--- src/rtl/my_tx_sched.sv ---
// Timed-transmit scheduler: strips a {BEEF, send_time} prefix and holds the packet until master_time.
// Optional late_count counter and its clear register: define TX_SCHED_LATE_COUNT_EN.
module my_tx_sched #(
    parameter logic [7:0]  SR_BASE  = 8'd136,
    parameter logic [31:0] MAX_WAIT = 32'h7FFF_FFFF
) (
    input  logic        clk,
    input  logic        rst,
    input  logic        set_stb,
    input  logic [7:0]  set_addr,
    input  logic [31:0] set_data,
    input  logic [31:0] master_time,
    input  logic [31:0] rd_dat_i,
    input  logic [3:0]  rd_flags_i,
    input  logic        rd_ready_i,
    output logic        rd_ready_o,
    output logic [31:0] tx_dat_o,
    output logic [3:0]  tx_flags_o,
    output logic        tx_ready_o,
    input  logic        tx_ready_i,
    output logic        late,
    output logic [15:0] late_count,
    output logic        busy
);

    typedef enum logic [2:0] {
        S_IDLE,
        S_HDR,
        S_WAIT,
        S_PASS,
        S_DROP
    } state_t;

    state_t      state;
    state_t      next;
    logic        enable;
    logic        late_drop;
    logic        imm;
    logic        first;
    logic [31:0] send_time;
    logic [31:0] d;
    logic        late_c;
    logic        eop;
    logic        is_hdr;
    logic        unused_ok;

    assign eop       = rd_flags_i[1];
    assign is_hdr    = enable && (rd_dat_i[31:16] == 16'hBEEF);
    assign d         = send_time - master_time;
    assign tx_dat_o  = rd_dat_i;
    assign tx_flags_o = rd_flags_i;
    assign busy      = (state != S_IDLE);
    assign unused_ok = ^set_data[31:2];

    // Next-state, handshake steering and late detection
    always_comb begin
        next       = state;
        rd_ready_o = 1'b0;
        tx_ready_o = 1'b0;
        late_c     = 1'b0;
        unique case (state)
            S_IDLE: begin
                if (is_hdr) begin
                    rd_ready_o = 1'b1;
                    if (rd_ready_i)
                        next = eop ? S_IDLE : S_HDR;
                end else begin
                    tx_ready_o = rd_ready_i;
                    rd_ready_o = tx_ready_i;
                    if (rd_ready_i && tx_ready_i && !eop)
                        next = S_PASS;
                end
            end
            S_HDR: begin
                rd_ready_o = 1'b1;
                if (rd_ready_i)
                    next = eop ? S_IDLE : S_WAIT;
            end
            S_WAIT: begin
                late_c = first && !imm && (d[31] || d > MAX_WAIT)
                         && (d != 32'd0);
                if (late_c)
                    next = late_drop ? S_DROP : S_PASS;
                else if (imm || d == 32'd0 || d[31])
                    next = S_PASS;
            end
            S_PASS: begin
                tx_ready_o = rd_ready_i;
                rd_ready_o = tx_ready_i;
                if (rd_ready_i && tx_ready_i && eop)
                    next = S_IDLE;
            end
            S_DROP: begin
                rd_ready_o = 1'b1;
                if (rd_ready_i && eop)
                    next = S_IDLE;
            end
            default: next = S_IDLE;
        endcase
        // Handshakes are combinational paths; force them quiet during reset
        if (rst) begin
            rd_ready_o = 1'b0;
            tx_ready_o = 1'b0;
        end
    end

    // State, prefix capture and late pulse registers
    always_ff @(posedge clk or posedge rst) begin
        if (rst) begin
            state     <= S_IDLE;
            imm       <= 1'b0;
            first     <= 1'b0;
            send_time <= 32'd0;
            late      <= 1'b0;
        end else begin
            state <= next;
            first <= (state == S_HDR);
            late  <= late_c;
            if (state == S_IDLE && is_hdr && rd_ready_i)
                imm <= rd_dat_i[0];
            if (state == S_HDR && rd_ready_i)
                send_time <= rd_dat_i;
        end
    end

    // Control register at SR_BASE+0
    always_ff @(posedge clk or posedge rst) begin
        if (rst) begin
            enable    <= 1'b0;
            late_drop <= 1'b0;
        end else if (set_stb && set_addr == SR_BASE) begin
            enable    <= set_data[0];
            late_drop <= set_data[1];
        end
    end

`ifdef TX_SCHED_LATE_COUNT_EN
    // Saturating late counter; a clear write wins over a same-cycle increment
    always_ff @(posedge clk or posedge rst) begin
        if (rst)
            late_count <= 16'd0;
        else if (set_stb && set_addr == SR_BASE + 8'd1)
            late_count <= 16'd0;
        else if (late_c && late_count != 16'hFFFF)
            late_count <= late_count + 16'd1;
    end
`else
    assign late_count = 16'h0;
`endif

endmodule

--- config.mk ---
export PLATFORM = sky130hd
export DESIGN_NAME = my_tx_sched
export DESIGN_NICKNAME = d
export VERILOG_FILES = /design/src/rtl/my_tx_sched.sv
export SDC_FILE = /design/constraint.sdc
export NUM_CORES = 1
export LEC_CHECK = 0
export ABC_AREA = 1
export CAP_MARGIN = 20
export CORE_MARGIN = 2
export CORE_UTILIZATION = 30
export DETAILED_ROUTE_END_ITERATION = 8
export SYNTH_ARGS = -nofsm -noshare
export SYNTH_HDL_FRONTEND = slang
export SYNTH_SLANG_ARGS = --single-unit
export TNS_END_PERCENT = 100
--- constraint.sdc ---
create_clock -name clk -period 3.5 [get_ports clk]
set_input_delay 0.7 -clock clk [delete_from_list [all_inputs] [get_ports clk]]
set_output_delay 0.7 -clock clk [all_outputs]
set_load 0.1 [all_outputs]
Yosys cells after proc, flatten, opt, wreduce, memory -nomap -nowiden
Index checks and enable logic that the tools add are counted.
Widths: inputs -> output; s select.
{"block": "totals", "reg_bits": 40, "out_inout_bits": 56, "wordCells": 63}
{"block": "op_classes", "add_sub_neg": 1, "magnitude_cmp": 1, "n_eq_ne": 12, "muxes": 19, "n_reduce_logical": 23}
{"operator": "$gt 32x31->1 const B", "count": 1}
{"operator": "$logic_not 32->1", "count": 1}
{"operator": "$reduce_bool 32->1", "count": 1}
{"operator": "$sub 32x32->32", "count": 1}
{"operator": "$mux 3", "count": 9}
{"operator": "$eq 16x16->1 const B", "count": 1}
{"operator": "$pmux 3 s5", "count": 1}
{"operator": "$logic_and 1x1->1", "count": 12}
{"operator": "$ne 3x3->1 const B", "count": 3}
{"operator": "$eq 8x8->1 const B", "count": 1}
{"operator": "$eq 3x2->1 const B", "count": 2}
{"operator": "$mux 1", "count": 6}
{"operator": "$ne 2x2->1 const B", "count": 3}
{"operator": "$reduce_and 6->1", "count": 1}
{"operator": "$eq 3x1->1 const B", "count": 1}
{"operator": "$eq 3x3->1 const B", "count": 1}
{"operator": "$logic_not 3->1", "count": 1}
{"operator": "$logic_or 1x1->1", "count": 3}
{"operator": "$pmux 1 s3", "count": 1}
{"operator": "$reduce_bool 3->1", "count": 1}
{"operator": "$logic_not 1->1", "count": 2}
{"operator": "$mux 2", "count": 1}
{"operator": "$pmux 1 s2", "count": 1}
{"operator": "$reduce_or 2->1", "count": 1}

Logic depth before layout (Yosys ltp)
Gate-level depths: netlist (run 1).
{"block": "depth", "word_depth": 7, "depth_mapped": 22, "ltp_nobuf": 22}

Worst setup path after synthesis (run 1)
OpenSTA, ideal clock, no wires.
{"block": "synth_timing", "kind": "register -> output", "start": "register state[0]", "end": "output tx_ready_o", "arrival_time_ns": 2.696, "required_ns": 2.800, "slack_ns": 0.104, "path_stages_with_launch": 8, "path_buffers": 0, "path_cell_list": "dfrtp_1 > nor2_1 > inv_1 > nor2_1 > inv_1 > nor2_1 > o21ai_0 > nor2_1"}
{"block": "synth_via", "elab_chain_cells": 3, "elab_cells_between_ends": 4, "classes_between": "eq/ne (1); mux (2); reduce/logical (1)"}
{"element": "from (decl)", "line": "34", "source": "state_t state;"}
{"element": "from (signal assigned)", "line": "116", "source": "state <= next;"}
{"element": "$eq 3x2->1 / $logic_not 3->1 (equally long branches)", "line": "61", "source": "unique case (state)"}
{"element": "$pmux 1 s2 *", "line": "61"}
{"element": "$mux 1 *", "line": "101", "source": "if (rst) begin"}
{"element": "to (decl)", "line": "19", "source": "output logic tx_ready_o,"}
Every way passes the cells marked *; elsewhere a longest branch is shown, timed or not.

Final worst setup path (run 1)
{"block": "layout_timing", "start": "input rd_dat_i[26]", "end": "output rd_ready_o"}
{"block": "layout_via", "elab_chain_cells": 5}
{"element": "from (decl)", "line": "13", "source": "input logic [31:0] rd_dat_i,"}
{"element": "$eq 16x16->1", "line": "48", "source": "assign is_hdr = enable && (rd_dat_i[31:16] == 16'hBEEF);"}
{"element": "$logic_and 1x1->1", "line": "48"}
{"element": "$mux 1", "line": "63", "source": "if (is_hdr) begin"}
{"element": "$pmux 1 s3", "line": "61"}
{"element": "$mux 1", "line": "101"}
{"element": "to (decl)", "line": "16", "source": "output logic rd_ready_o,"}
No other way between the ends.

==> run summary, run 1 <==
• completed — status
• false — setup repair after global routing missed its margin
• 0.0606 — multiplexer share of the synthesized area
• 0.305 — initial standard-cell utilization of the core
• 2 — Hold Path Depth
• 0.0837 — area share of fa/ha/maj cells after synthesis
• 208 — Starting DRT DRC Count
• 4891 — via count of the routed design
• 0 — max-slew violation total from the final report
• clkdlybuf4s50_1 > nand2_1 > inv_1 > nand4_1 > nor4_1 > nand4_1 > o21ai_0 > o21ai_0 > inv_1 > buf_12 — crit-path cells
• 0.00605 ns — clk_skew
• 0.895 — RD Place Congestion
• 0.86 ns — R2R Setup Slk
• 0 ns — final sum of negative setup slack
• 2.51 ns — Worst Path Arrival
• 0 — remaining number of nets flagged by the antenna check after routing
• 0.0446 — Synth Area in Compound Gates
• 0.368 — area share of and/or/nand/nor cells after synthesis
• 22000 um — wire length of the first global-routing pass
• sky130_fd_sc_hd__dfrtp_1 — ys flop type
• simple AND/OR/NAND/NOR gates — main combinational cell family by area after synthesis
• 12900 um — total length of routed wires
• 0.982 ns — Worst Max-Slew Pin Slew
• primary output — endpoint kind of the worst setup timing path
• 11200 um — DP Wirelength
• 0.465 mV — Max rail drop VDD
• 1132 — final cell count without fillers
• 0.00502 mm2 — post-synthesis cell area
• 0.06 ns — Clk pin slew, worst setup/hold paths
• sky130_fd_sc_hd__nand2_1 (273), sky130_fd_sc_hd__inv_1 (187), sky130_fd_sc_hd__clkdlybuf4s50_1 (80) — commonest non-fill, non-tap cells in the layout
• 169 — # IOs
• 3 — crit path max fanout
• register to register — classification of the worst-slack hold path
• 3.56 nW — leak pwr
• 133 um — Die Y-Extent
• 0 — hold-fix buffer count after cts
• 0 — antenna diode instance count
• 2 — number of buffers on the longest clock path
• 0.0165 mm2 — Core Footprint
• 47 — row count
• 10 — cell depth of the worst setup path
• buffers and inverters — cell family with most CP delay
• 0 — warning count from the yosys run
• 0 — total congestion overflow after global routing
• 4.67 mW — power after layout
• 0 — count of endpoints failing hold in the final timing report
• 0.130 — share of post-route cells with drive strength above 1
• 0.152 — GR Util All Layers
• 41 — pin count of the biggest net entering global routing
• 40 — number of synthesized register bits
• 750 mW/mm2 — Power Density
• 0.0174 — xor/xnor cell area share of the yosys netlist
• input port to primary output — Crit Path Category
• 825 — number of instances in the synthesized netlist
• input port — CP Launch Type
• 24.0% — synth-to-layout area growth
• 2 — Max H-tree Level
• 0.199 — sequential cell area fraction in the yosys report
• 4.32 — via-per-instance ratio
• 311 MHz — peak clock frequency supported by timing
• sky130_fd_sc_hd__clkdlybuf4s50_1 — highest-delay cell along the critical path
• 1.00 — async set-reset flop share out of synthesis
• done — clock tree from TritonCTS
• 0.29 ns — clock insertion delay at the later pin of the skew report
• 0 — Final Setup Violations
• sky130_fd_sc_hd__clkbuf_16 — CTS Root Cell
• 0.00100 mm2 — Seq. cell area
• 0.0178 mm2 — die area
• 116 — IO buf count
• 0.343 — max_slew headroom
• 1124 — cell total after placement
• 2.80 ns — required time at the worst-slack endpoint
• 1057 — final-stage net count
• sky130_fd_sc_hd__nand2_1 — most frequent standard cell in the layout excluding fill and tap cells
• 133 um — Die Span X
• 40 — CTS Sinks
• 0.919 — share of the clock period used by the worst path after layout
• 0.00295 mm2 — area of the multi-input gates
• 11.4 um — post-DR wirelength/cell
• 0.51 ns — slowest stage delay, CP
• 4 — sum of buffers and inverters on the critical path
• 0 — number of flops mapped to enable cells by yosys
• 33 — count of different cell masters after synthesis
• 0 — number of antenna violations at the first check in global routing
• 6 — first-pass iteration count of the detailed router
• 0 — Residual DRC
• 5 — number of buffers inserted during clock tree synthesis
• 0 — number of violations of the max-capacitance limit
• 20 — R2R cell count
• 6.08 um2 — mean post-synth cell area
• 4727 — via count of the first global-routing pass
• 1825 — layout filler cell count
• 3.21 ns — final critical-path required period
-- cells in the mapped netlist, types with 2 or more instances --
master / n / area share
sky130_fd_sc_hd__nand2_1: 273 / 0.20
sky130_fd_sc_hd__inv_1: 187 / 0.14
sky130_fd_sc_hd__buf_4: 52 / 0.078
sky130_fd_sc_hd__nor2_1: 51 / 0.038
sky130_fd_sc_hd__dfrtp_1: 40 / 0.20
sky130_fd_sc_hd__nand3_1: 35 / 0.035
sky130_fd_sc_hd__ha_1: 32 / 0.080
sky130_fd_sc_hd__mux2_2: 27 / 0.061
sky130_fd_sc_hd__a21oi_1: 17 / 0.017
sky130_fd_sc_hd__nand4_1: 15 / 0.019
sky130_fd_sc_hd__nor2_2: 12 / 0.015
sky130_fd_sc_hd__o21ai_0: 12 / 0.012
sky130_fd_sc_hd__nand2_2: 11 / 0.014
sky130_fd_sc_hd__xor2_1: 8 / 0.014
sky130_fd_sc_hd__inv_2: 7 / 0.0052
sky130_fd_sc_hd__nor3_1: 6 / 0.0060
sky130_fd_sc_hd__nand3_2: 5 / 0.010
sky130_fd_sc_hd__and2_1: 4 / 0.0050
sky130_fd_sc_hd__clkbuf_1: 4 / 0.0030
sky130_fd_sc_hd__nor4_1: 4 / 0.0050
sky130_fd_sc_hd__o211ai_1: 4 / 0.0060
sky130_fd_sc_hd__nand3b_1: 3 / 0.0045
sky130_fd_sc_hd__nor3_2: 3 / 0.0060
sky130_fd_sc_hd__a21oi_2: 2 / 0.0035
sky130_fd_sc_hd__nor2_4: 2 / 0.0045
sky130_fd_sc_hd__xnor2_1: 2 / 0.0035
-- power breakdown --
group / internal [mW] / switching (mW) / total [mW] / leakage (nW)
clock network: 0.265 / 0.199 / 0.465 / 0.0702
logic: 1.20 / 2.21 / 3.41 / 3.00
registers: 0.672 / 0.124 / 0.796 / 0.490
total: 2.14 / 2.53 / 4.67 / 3.56
-- logic make-up (layout without fill, tap and decap cells) --
kind of cell / after synthesis / count (layout)
and+or+nand+nor: 425 / 425
DFF: 40 / 40
adders and majority gates: 33 / 33
xor gates and xnor gates: 10 / 10
other: 1 / 16
AOI/OAI and AO/OA: 39 / 39
muxes: 27 / 27
buffers and inverters: 250 / 322
-- tightest hold or removal path, delay by kind of cell, from the launching register on --
family | cells | cell delay (ns)
simple gates | 1 | 0.05
compound gates | 1 | 0.06
flops | 1 | 0.34
-- metal layers --
layer  vias up  global-route usage  wire length, um
met3        12              0.0167              529
met2       126               0.261             5980
met5         -                   0                0
li1       2612                   -                -
met1      2141               0.202             6140
met4         0              0.0431              208
-- registers in the layout, summed over array words and instances, names as in the netlist --
register / cells
enable: 1
first: 1
imm: 1
late: 1
late_drop: 1
send_time: 32
state: 3
-- repair_timing --
item                                   4_1_cts  5_1_grt
resized for setup                            0        1
setup buffers                                0        0
endpoints found under the hold margin        0        0
setup endpoints to repair                    0        1
-- worst paths after layout --
kind,from,end
max,rd_dat_i[26],rd_ready_o
min,send_time[0]$_DFFE_PP0P_,send_time[0]$_DFFE_PP0P_
max reg2reg,send_time[0]$_DFFE_PP0P_,state[1]$_DFFE_PP0P_
min reg2reg,send_time[0]$_DFFE_PP0P_,send_time[0]$_DFFE_PP0P_
max in group asynchronous,rst,send_time[6]$_DFFE_PP0P_
min in group asynchronous,rst,state[2]$_DFFE_PP0P_
-- final cells by class --
class                   count  area share
flip-flops and latches     40       0.161
clock buffers               5      0.0201
well taps                 220      0.0442
inverters                 194       0.117
clock inverters             3     0.00342
multi-input cells         550       0.473
repair buffers            120       0.181
-- metrics by stage --
step           worst slack (ns)   util  area (um2)  hold slack, ns
2_1_floorplan             0.104      -        5080           0.453
3_3_place_gp              0.150  0.369        6070           0.470
3_5_place_dp              0.120  0.369        6070           0.477
4_1_cts                   0.160  0.378        6220           0.494
5_1_grt                  0.0442  0.378        6220           0.528
6_report                  0.285  0.378        6220           0.487
No activity file was read; power rests on OpenSTA's default activity.
==> inputs of run 2 (changes only) <==
Settings changed: CELL_PAD_IN_SITES_DETAIL_PLACEMENT set to 1, CELL_PAD_IN_SITES_GLOBAL_PLACEMENT set to 2, CORE_UTILIZATION 30 to 25, PLACE_DENSITY_LB_ADDON set to 0.15, REMOVE_ABC_BUFFERS set to 1.
==> run 2 against run 1 <==
  * Sequential power is 3% higher
  * Core utilization is 5.2 points lower
  * Combinational power is 5.9% higher
  * Hold slack better by 0.0016 ns
  * Via count is 2.3% higher
  * Final area is 2.7% higher
  * Fmax is 2.5% lower
  * Wire length is 24% higher
  * Clock skew is 0.0027 ns lower
  * Critical path depth stayed put
  * Cell count is 5.4% higher
  * Highest routed layer unchanged
==> run summary, run 2 (synthesis results as in run 1) <==
• 0.143 — share of post-route cells with drive strength above 1
• sky130_fd_sc_hd__nand2_1 — most frequent standard cell in the layout excluding fill and tap cells
• 2 — number of buffers on the longest clock path
• 4.19 — via-per-instance ratio
• 4.89 mW — power after layout
• 0 — count of endpoints failing hold in the final timing report
• imm$_DFFE_PP0P_ — worst min-delay path startpoint
• 0.66 ns — R2R Setup Slk
• 14400 um — DP Wirelength
• 0 — hold-fix buffer count after cts
• 0.202 ns — worst-case setup margin in the final layout
• 2.60 ns — Worst Path Arrival
• 0 — number of antenna violations at the first check in global routing
• 51 — row count
• send_time[0]$_DFFE_PP0P_ — Reg-to-Reg Start
• 0.975 ns — Worst Max-Slew Pin Slew
• 5 — number of buffers inserted during clock tree synthesis
• 27.4% — synth-to-layout area growth
• 0 — Residual DRC
• 0.28 ns — clock insertion delay at the later pin of the skew report
• send_time — register with the most flip-flops
• 2598 — layout filler cell count
• rd_dat_i[27] — crit path from
• 0 — number of violations of the max-capacitance limit
• -0.0249 ns — worst setup slack before clock tree synthesis
• 0.348 — max_slew headroom
• 0.738 — Comb pwr share
• sky130_fd_sc_hd__nand2_1 (273), sky130_fd_sc_hd__inv_1 (187), sky130_fd_sc_hd__clkdlybuf4s50_1 (80) — commonest non-fill, non-tap cells in the layout
• 3.30 ns — final critical-path required period
• 2.21 mW — Internal Pwr Total
• 0.167 — Sequential Power Share
• 0 — Setup Fix Bufs, Post-CTS
• 5184 — via count of the first global-routing pass
• 119 — Starting DRT DRC Count
• 5003 — via count of the routed design
• 303 MHz — peak clock frequency supported by timing
• sky130_fd_sc_hd__clkbuf_16 — CTS Root Cell
• 0 — max-slew violation total from the final report
• 0 — total congestion overflow after global routing
• 146 um — Die Span X
• 1073 — final-stage net count
• 0.942 — share of the clock period used by the worst path after layout
• 13.4 um — post-DR wirelength/cell
• 116 — IO buf count
• imm$_DFFE_PP0P_ — terminating pin of the worst hold path
• false — setup repair after global routing missed its margin
• 0.00625 mm2 — placed instance area
• 16000 um — total length of routed wires
• 3.63 nW — leak pwr
• 0.0196 mm2 — Core Footprint
• send_time: 32 flops, state: 3 flops — Regs by FF count
• register to register — classification of the worst-slack hold path
• 0.00339 ns — clk_skew
• 0.0212 mm2 — die area
• 0.326 — Layout Utilization
• 3 — crit path max fanout
• 0.154 — GR Util All Layers
• 0.095 — clock network power share
• 0.361 mV — Max rail drop VDD
• input port to primary output — Crit Path Category
• done — clock tree from TritonCTS
• primary output — endpoint kind of the worst setup timing path
• input port — CP Launch Type
• 0.548 — net switching share of the total power
• 0.256 — initial standard-cell utilization of the core
• completed — status
• 764 mW/mm2 — Power Density
• 40 — CTS Sinks
• 32 — number of flip-flops under the largest register name
• 2.80 ns — required time at the worst-slack endpoint
• 0.757 — RD Place Congestion
• 169 — # IOs
• 26300 um — wire length of the first global-routing pass
• 4 — first-pass iteration count of the detailed router
• 2 — Max H-tree Level
• 0 — Final Setup Violations
• 20 — R2R cell count
• 0 — antenna diode instance count
• 146 um — Die Y-Extent
• state[0]$_DFFE_PP0P_ — endpoint of the worst register-to-register path
• 0.06 ns — Clk pin slew, worst setup/hold paths
• 2.68 mW — Sw Pwr
• 2 — Hold Path Depth
• 0 — remaining number of nets flagged by the antenna check after routing
• 41 — pin count of the biggest net entering global routing
• 0.00639 mm2 — Non-Filler Cell Area, Final
## run 2: final cells by class
cell class,instances,area (um2),share of cell area
Clock buffer,6,129,0.0202
Clock inverter,2,16.3,0.00254
Inverter,194,728,0.114
Multi-Input combinational cell,550,2940,0.460
Sequential cell,40,1000,0.157
Tap cell,265,332,0.0519
Timing Repair Buffer,136,1250,0.195
## run 2: power groups by stage
| stage | registers, mW | logic (mW) | clock network [mW] |
|---|---|---|---|
| floorplan | 0.777 | 2.45 | 0 |
| global placement | 0.820 | 3.64 | 0 |
| detailed placement | 0.831 | 3.67 | 0 |
| CTS | 0.820 | 3.69 | 0.486 |
| global route | 0.851 | 4.13 | 0.502 |
| finish | 0.816 | 3.61 | 0.464 |
## run 2: per-stage QoR
step	instances	hold WS [ns]	TNS, ns
6_report	1193	0.489	0
5_1_grt	1193	0.522	0
4_1_cts	1193	0.498	0
3_5_place_dp	1185	0.482	-0.0327
3_3_place_gp	1185	0.467	0
2_1_floorplan	784	0.453	0
## run 2: how the worst max path moves through the flow
stage                                end  slack (ns)  depth (start not counted)
floorplan                     tx_ready_o        0.10                          7
global placement    state[1]$_DFFE_PP0P_       0.004                         20
detailed placement  state[0]$_DFFE_PP0P_       -0.02                         20
CTS                           rd_ready_o        0.08                         10
global route                  rd_ready_o       0.002                         10
finish                        rd_ready_o        0.20                         10
## run 2: worst max-delay path, stage by stage
cell                              delay, ns
sky130_fd_sc_hd__clkdlybuf4s50_1       0.52
sky130_fd_sc_hd__nand2_1               0.11
sky130_fd_sc_hd__inv_1                 0.08
sky130_fd_sc_hd__nand4_1               0.09
sky130_fd_sc_hd__nor4_1                0.29
sky130_fd_sc_hd__nand4_1               0.22
sky130_fd_sc_hd__o21ai_1               0.21
sky130_fd_sc_hd__o21ai_0               0.10
sky130_fd_sc_hd__inv_1                 0.09
sky130_fd_sc_hd__buf_12                0.18
## run 2: layer usage
metal / track usage / part of all wire / vias to the layer above
met3: 0.0201 / 0.040 / 9
met4: 0.0314 / 0.010 / 0
met2: 0.249 / 0.44 / 96
met5: 0 / 0 / -
met1: 0.219 / 0.51 / 2265
li1: - / - / 2633
## run 2: repair_timing
item / CTS / global route
resized for setup: 0 / 1
endpoints found under the setup margin: 0 / 1
endpoints found under the hold margin: 0 / 0
==> inputs of run 3 (changes only) <==
Settings changed: CORE_UTILIZATION 25 to 23, GPL_TIMING_DRIVEN set to 0.
==> run 3 against run 2 <==
  * Largest cell class unchanged
  * Core utilization shrank 3.2 points
  * Sequential power decreased by 2.6%
  * Die area rose by 8.5%
  * Highest routed layer unchanged
  * Clock power increased by 4%
  * Wire length down 0.39%
  * Largest power group unchanged
  * Fmax down 0.58%
  * Critical path type unchanged
==> run summary, run 3 (synthesis results as in run 1) <==
• 0.07 ns — Clk pin slew, worst setup/hold paths
• 15900 um — total length of routed wires
• register to register — classification of the worst-slack hold path
• 0.0230 mm2 — die area
• 0.412 mV — Max rail drop VDD
• 5 — first-pass iteration count of the detailed router
• sky130_fd_sc_hd__clkdlybuf4s50_1 — highest-delay cell along the critical path
• 0 — count of endpoints failing hold in the final timing report
• completed — status
• input port — CP Launch Type
• 25200 um — wire length of the first global-routing pass
• 0.00825 ns — clk_skew
• sky130_fd_sc_hd__nand2_1 (272), sky130_fd_sc_hd__inv_1 (186), sky130_fd_sc_hd__clkdlybuf4s50_1 (114) — commonest non-fill, non-tap cells in the layout
• primary output — endpoint kind of the worst setup timing path
• 0 — number of antenna violations at the first check in global routing
• 0.948 — share of the clock period used by the worst path after layout
• 4.10 — via-per-instance ratio
• 0 — remaining number of nets flagged by the antenna check after routing
• 116 — IO buf count
• 0.232 — initial standard-cell utilization of the core
• 40 — CTS Sinks
• 0.00621 mm2 — placed instance area
• 0 — antenna diode instance count
• 124 — Starting DRT DRC Count
• send_time[0]$_DFFE_PP0P_ — Reg-to-Reg Start
• 54 — row count
• -1.03 ns — worst setup slack before clock tree synthesis
• 2 — number of buffers on the longest clock path
• 2.62 ns — Worst Path Arrival
• 0 — Final Setup Violations
• 3.52 nW — leak pwr
• send_time: 32 flops, state: 3 flops — Regs by FF count
• clkdlybuf4s50_1 > nand2_1 > nor3_1 > nand4_1 > nor3_1 > nand2_1 > inv_1 > nor2_1 > o21ai_0 > nor2_1 > buf_2 — crit-path cells
• 2797 — layout filler cell count
• sky130_fd_sc_hd__nand2_1 — most frequent standard cell in the layout excluding fill and tap cells
• sky130_fd_sc_hd__clkbuf_16 — CTS Root Cell
• 2 — Max H-tree Level
• done — clock tree from TritonCTS
• 3.32 ns — final critical-path required period
• 169 — # IOs
• 0.349 — max_slew headroom
• 753 mW/mm2 — Power Density
• 152 um — Die Span X
• 4889 — via count of the first global-routing pass
• 1181 — cell total after placement
• 4875 — via count of the routed design
• state[0]$_DFFE_PP0P_ — endpoint of the worst register-to-register path
• 2 — Hold Path Depth
• 19 — R2R cell count
• 0 — hold-fix buffer count after cts
• 0.144 — GR Util All Layers
• 0.0946 — share of post-route cells with drive strength above 1
• 0.764 — RD Place Congestion
• 32 — number of flip-flops under the largest register name
• 26.9% — synth-to-layout area growth
• 0 — max-slew violation total from the final report
• 0 — total congestion overflow after global routing
• 3 — sum of buffers and inverters on the critical path
• buffers and inverters — cell family with most CP delay
• 5 — number of buffers inserted during clock tree synthesis
• 0.53 ns — slowest stage delay, CP
• send_time — register with the most flip-flops
• 2.80 ns — required time at the worst-slack endpoint
• 1054 — final-stage net count
• 13.4 um — post-DR wirelength/cell
• 0.0216 mm2 — Core Footprint
• 0.30 ns — clock insertion delay at the later pin of the skew report
• 152 um — Die Y-Extent
• 0.295 — Layout Utilization
• 0.973 ns — Worst Max-Slew Pin Slew
• 0.76 ns — R2R Setup Slk
• 0.00637 mm2 — Non-Filler Cell Area, Final
• 301 MHz — peak clock frequency supported by timing
• 1189 — final cell count without fillers
• send_time[0]$_DFFE_PP0P_ — terminating pin of the worst hold path
• 40 — pin count of the biggest net entering global routing
• send_time[0]$_DFFE_PP0P_ — worst min-delay path startpoint
• input port to primary output — Crit Path Category
• 0.183 ns — worst-case setup margin in the final layout
• 3 — crit path max fanout
• 14200 um — DP Wirelength
• 0.488 ns — Post-Route Hold Slack
• 0 — Residual DRC
• 0 — number of violations of the max-capacitance limit
## run 3: final cells by class
class,instances,area (um2),area share
multi-input cells,550,2960,0.465
repair buffers,117,1180,0.186
flip-flops and latches,40,1000,0.157
inverters,194,728,0.114
well taps,280,350,0.0550
clock buffers,6,129,0.0202
clock inverters,2,16.3,0.00255
## run 3: power by group
| part | leakage, nW | switching [mW] | internal (mW) |
|---|---|---|---|
| Clock | 0.0671 | 0.215 | 0.266 |
| Combinational | 2.96 | 2.33 | 1.19 |
| Sequential | 0.490 | 0.123 | 0.672 |
| Total | 3.52 | 2.67 | 2.13 |
## run 3: tightest hold or removal path: stages (launching register included)
cell	delay, ns
sky130_fd_sc_hd__dfrtp_1	0.34
sky130_fd_sc_hd__nand2_1	0.05
sky130_fd_sc_hd__o21ai_0	0.06
## run 3: timing repair
| action | 4_1_cts | 5_1_grt |
|---|---|---|
| setup buffers | 0 | 0 |
| resized for setup | 13 | 4 |
| endpoints found under the setup margin | 2 | 3 |
## run 3: worst max-delay path by stage
stage	to	depth (start not counted)	slack, ns	start
global route	state[0]$_DFFE_PP0P_	19	-0.005	master_time[0]
CTS	rd_ready_o	10	0.05	rd_dat_i[25]
detailed placement	rd_ready_o	10	-1.03	rd_dat_i[25]
floorplan	tx_ready_o	7	0.10	state[0]$_DFFE_PP0P_
global placement	rd_ready_o	5	-1.21	rst
finish	tx_ready_o	11	0.18	rd_dat_i[18]
## run 3: metrics by stage
| stage | TNS, ns | total power [mW] |
|---|---|---|
| 2_1_floorplan | 0 | 3.22 |
| 3_3_place_gp | -2.13 | 4.37 |
| 3_5_place_dp | -1.97 | 4.39 |
| 4_1_cts | 0 | 4.91 |
| 5_1_grt | -0.00540 | 5.38 |
| 6_report | 0 | 4.80 |
## run 3: metal layers
| layer | GRT usage | vias up | wire length, um |
|---|---|---|---|
| met4 | 0.0319 | 0 | 152 |
| met5 | 0 | - | 0 |
| met2 | 0.225 | 85 | 6970 |
| li1 | - | 2592 | - |
| met1 | 0.209 | 2190 | 8220 |
| met3 | 0.0219 | 8 | 572 |
